--- src/rtl/controlador_pisca_leds.sv ---
// Blink sequencer for the game's hit LEDs: latches a mask, then runs N_PISCADAS lit/dark phases and pulses fim.
// Latency: leds follow the mask one cycle after an accepted iniciar; no backpressure, iniciar is ignored while ocupado.
module controlador_pisca_leds #(
    parameter int N_LEDS     = 4,
    parameter int T_ON       = 500,
    parameter int T_OFF      = 500,
    parameter int N_PISCADAS = 3
) (
    input  logic              clock,
    input  logic              reset,
    input  logic              iniciar,
    input  logic              cancelar,
    input  logic [N_LEDS-1:0] mascara,
    output logic [N_LEDS-1:0] leds,
    output logic              ocupado,
    output logic              fim,
    output logic [3:0]        db_piscadas,
    output logic [1:0]        db_estado
);

    localparam int T_MAX = (T_ON > T_OFF) ? T_ON : T_OFF;
    localparam int CW    = $clog2(T_MAX + 1);

    localparam logic [CW-1:0] TON_ULT  = CW'(T_ON - 1);
    localparam logic [CW-1:0] TOFF_ULT = CW'(T_OFF - 1);
    localparam logic [3:0]    NP       = 4'(N_PISCADAS);

    typedef enum logic [1:0] {
        OCIOSO  = 2'd0,
        ACESO   = 2'd1,
        APAGADO = 2'd2,
        FIM     = 2'd3
    } estado_t;

    estado_t           estado_q;
    logic [CW-1:0]     cnt_q;
    logic [3:0]        piscadas_q;
    logic [N_LEDS-1:0] mask_q;
    logic [N_LEDS-1:0] leds_q;
    logic              ocupado_q;
    logic              fim_q;

    logic [3:0]        piscadas_d;

    assign piscadas_d = piscadas_q + 4'd1;

    // Outputs are registered alongside the state so they change on the same edge.
    always_ff @(posedge clock or posedge reset) begin
        if (reset) begin
            estado_q   <= OCIOSO;
            cnt_q      <= '0;
            piscadas_q <= '0;
            mask_q     <= '0;
            leds_q     <= '0;
            ocupado_q  <= 1'b0;
            fim_q      <= 1'b0;
        end else begin
            fim_q <= 1'b0;
            case (estado_q)
                OCIOSO: begin
                    if (iniciar && !cancelar) begin
                        estado_q   <= ACESO;
                        mask_q     <= mascara;
                        leds_q     <= mascara;
                        cnt_q      <= '0;
                        piscadas_q <= '0;
                        ocupado_q  <= 1'b1;
                    end
                end
                ACESO: begin
                    if (cancelar) begin
                        estado_q  <= OCIOSO;
                        cnt_q     <= '0;
                        leds_q    <= '0;
                        ocupado_q <= 1'b0;
                    end else if (cnt_q == TON_ULT) begin
                        cnt_q      <= '0;
                        piscadas_q <= piscadas_d;
                        leds_q     <= '0;
                        if (piscadas_d == NP) begin
                            estado_q <= FIM;
                            fim_q    <= 1'b1;
                        end else begin
                            estado_q <= APAGADO;
                        end
                    end else begin
                        cnt_q <= cnt_q + CW'(1);
                    end
                end
                APAGADO: begin
                    if (cancelar) begin
                        estado_q  <= OCIOSO;
                        cnt_q     <= '0;
                        leds_q    <= '0;
                        ocupado_q <= 1'b0;
                    end else if (cnt_q == TOFF_ULT) begin
                        cnt_q    <= '0;
                        estado_q <= ACESO;
                        leds_q   <= mask_q;
                    end else begin
                        cnt_q <= cnt_q + CW'(1);
                    end
                end
                default: begin
                    estado_q  <= OCIOSO;
                    cnt_q     <= '0;
                    leds_q    <= '0;
                    ocupado_q <= 1'b0;
                end
            endcase
        end
    end

    assign leds        = leds_q;
    assign ocupado     = ocupado_q;
    assign fim         = fim_q;
    assign db_piscadas = piscadas_q;
    assign db_estado   = estado_q;

endmodule

--- config.mk ---
export PLATFORM = sky130hd
export DESIGN_NAME = controlador_pisca_leds
export DESIGN_NICKNAME = d
export VERILOG_FILES = /design/src/rtl/controlador_pisca_leds.sv
export SDC_FILE = /design/constraint.sdc
export NUM_CORES = 1
export LEC_CHECK = 0
export BUFFER_PORTS_ARGS = -buffer_cell sky130_fd_sc_hd__buf_2
export CAP_MARGIN = 30
export CELL_PAD_IN_SITES_DETAIL_PLACEMENT = 2
export CELL_PAD_IN_SITES_GLOBAL_PLACEMENT = 2
export CORE_ASPECT_RATIO = 0.75
export CORE_UTILIZATION = 39
export CTS_CLUSTER_SIZE = 20
export DETAILED_ROUTE_END_ITERATION = 16
export PLACE_DENSITY_LB_ADDON = 0.1
export SLEW_MARGIN = 20
export SYNTH_ARGS = -nofsm -noshare
export SYNTH_HDL_FRONTEND = slang
export SYNTH_SLANG_ARGS = --single-unit
--- constraint.sdc ---
create_clock -name clock -period 4.4 [get_ports clock]
set_input_delay 0.44 -clock clock [delete_from_list [all_inputs] [get_ports clock]]
set_output_delay 0.44 -clock clock [all_outputs]
set_load 0.05 [all_outputs]
==> results.toml <==
[floorplan]
die_w_um = 71.62
core_um2 = 3378
die_area_um2 = 3883
start_util_pct = 41.96
ios = 20
row_count = 18
dieHeight_um = 54.22

[grt]
grt_overflow = 0
grt_pass1_wl_mm = 5.747
grt_pass1_vias = 1078
grt_usage_pct = 20.34
antenna_found_initial = 0
grt_start_max_net_pins = 26

[power_and_ir_drop]
p_sw_uw = 376.5
intPower_uw = 507.0
seq_power_share_pct = 36.3
switching_share_pct = 42.62
cellLeakagePower_uw = 0.0007715
peakVddDrop_uv = 220.8
p_per_area_nw_per_um2 = 543.6
clockPowerShare_pct = 15.5
combPwrFrac_pct = 48.2
p_total_uw = 883.5

[placed_design]
port_buffers = 19
place.gp.congestion = 0.7340
dpl.cell_count = 187
hpwl_mm = 2.651
place_area_um2 = 1551

[timing]
clock.fmax_mhz = 482.5
setup_viol = 0
fin_skew_ps = 5.490
period_share_pct = 47.10
period_needed_ps = 2072
rsz0062_at_grt = "no"
hold_viol_final = 0
tns_ps = 0
worst_slew_pin_slew_ps = 616.9
slew_viol_final = 0
slew_headroom_pct = 58.87

[critical_path]
r2r_slack_ps = 2330
arrival_ps = 2230
crit_path_max_incr_delay_ps = 430
path_delay_family = "compound AO/OA/AOI/OAI gates"
path_cells = "inv_1 > ha_1 > nand2b_1 > nor2b_1 > o21ai_0 > a221o_1"
cpMaxStageDelayCell = "dfrtp_1"
r2r-start = "db_estado[0]"
worst_r2r_endpoint = "db_piscadas[3]"
cp-end-kind = "flip-flop"
crit_buf_inv = 1
ff2ff_path_depth = 6
path_depth = 6
setup.worst_path.start = "db_estado[0]"
path_class = "flip-flop to flip-flop"
timing.critical_path.to = "db_piscadas[3]"
crit_fanout = 16
critPathLaunchType = "flip-flop"
worst_ep_required_time_ps = 4560

[cts]
cts_resized = 0
clk_pin_slew_ps = 90
cts_tree = "yes"
cts_root_buffer = "clkbuf_8"
cts_max_level = 1
postCtsHoldBufs = 0
clock_sinks = 25
cts_buffers = 3
clock_path_buffers = 2
cts_setup_buffers = 0
clk_latency_ps = 270

[detailed_routing]
dr.pass1.iters = 4
num_vias = 1108
viasPerCell = 5.771
drcViolationCount = 0
drtAntennaViolNets = 0
drt_iter0_drc = 56
drt-total-wl_mm = 3.678
wl_per_cell_um = 19.16

[synth]
synth_edf_count = 0
synth-async-reset-ratio_pct = 100.0
yosys_most_used_dff = "dfrtp_1"
synth-seq-area-share_pct = 44.13
syn-cell-area_um2 = 1418
avgSynthCellArea_um2 = 10.82
synth_nets = 146
synth_warnings = 0
ys_types = 38
synth-seq-cells = 25
synth_cells = 131

[flow_run]
maxCapViolations = 0

[final_layout]
layout_common_cells = "25 x dfrtp_1, 19 x buf_2, 10 x nor2_1"
num_antenna_cells = 0
drive_above_1_share_pct = 25.00
final_area_um2 = 1625
areaGrowthSynthToFinish_pct = 14.65
layout_commonest_cell = "dfrtp_1"
finalNonFillerCells = 192
nets = 168

[min_path]
min_path_type = "input pin to async pin"

[outcome]
status = "complete, no violations"
-- power by group through the flow --
stage / logic [µW] / clock network, µW / registers [µW]
after CTS: 420 / 143 / 321
after global routing: 455 / 152 / 329
after global placement: 403 / 0 / 317
final: 426 / 137 / 321
after detailed placement: 419 / 0 / 324
after floorplan: 242 / 0 / 399
-- layer usage --
| metal | vias up | global-route usage, % | wire (µm) | part of all wire (%) |
|---|---|---|---|---|
| li1 | 518 | - | - | - |
| met1 | 570 | 27.64 | 1824 | 50 |
| met2 | 18 | 34.12 | 1725 | 47 |
| met4 | 0 | 3.922 | 14 | 0.38 |
| met3 | 2 | 4.420 | 113 | 3.1 |
| met5 | - | 0 | 0 | 0 |
-- logic make-up (layout without fill, tap and decap cells) --
logic type | count (synthesis) | after routing | share of synthesized area, %
AOI/OAI and AO/OA | 28 | 28 | 15.09
xor gates and xnor gates | 5 | 5 | 3.089
adders and majority gates | 7 | 7 | 6.178
buffers and inverters | 8 | 29 | 2.118
DFF | 25 | 25 | 44.13
muxes | 12 | 12 | 10.94
and+or+nand+nor | 46 | 46 | 18.45
-- flip-flops by register name, indices dropped and copies added, names as in the netlist --
register and flops:
ocupado 1, fim 1, db_piscadas 4, db_estado 2, leds 4, cnt_q 9, mask_q 4
-- worst min-delay path by stage --
stage,cells after the start,slack [ps],endpoint,startpoint
3_3_place_gp,1,490,mask_q[1],mask_q[1]
2_1_floorplan,1,470,cnt_q[0],reset
6_report,2,60,ocupado,reset
5_1_grt,2,80,ocupado,reset
4_1_cts,2,410,mask_q[1],mascara[1]
3_5_place_dp,1,500,mask_q[0],mask_q[0]
-- synth_stat cells, types with 2 or more instances --
cell,number,share of area [%]
a221o_1,2,1.4
nand2_1,7,1.9
and3_1,2,0.88
inv_1,5,1.3
nor2b_1,4,1.8
a21o_1,2,1.1
and2_1,2,0.88
nor2_1,10,2.6
a21oi_1,7,2.5
a22o_1,6,3.7
nor4_1,3,1.3
o21ai_0,3,1.1
clkbuf_1,3,0.79
nand2b_1,3,1.3
dfrtp_1,25,44
mux2_4,6,6.4
nand3_1,5,1.8
ha_1,7,6.2
xnor2_1,5,3.1
mux2_2,4,3.2
mux2i_1,2,1.4
and4_1,2,1.2
-- worst register-to-register path, delay by kind of cell (launching register included) --
kind	cells	cell delay [ps]
AOI/OAI and AO/OA	2	630
buffers and inverters	1	90
and+or+nand+nor	2	380
adders and majority gates	1	430
DFF	1	430
-- area by class of cell --
type,instances,area [µm²]
sequential,25,625.6
fill,356,1753
multi-input combinational,98,762.0
inverter,5,18.77
timing repair buffer,20,122.6
tap,40,50.05
clock inverter,1,5.005
clock buffer,3,41.29
-- per-stage QoR --
step | util, % | worst slack, ps | hold slack (ps)
2_1_floorplan | - | 2478 | 467.3
3_3_place_gp | 45.93 | 2435 | 487.6
3_5_place_dp | 45.93 | 2345 | 498.7
4_1_cts | 47.30 | 2316 | 409.5
5_1_grt | 48.11 | 2146 | 76.55
6_report | 48.11 | 2328 | 63.26
No activity file was read; power rests on OpenSTA's default activity.
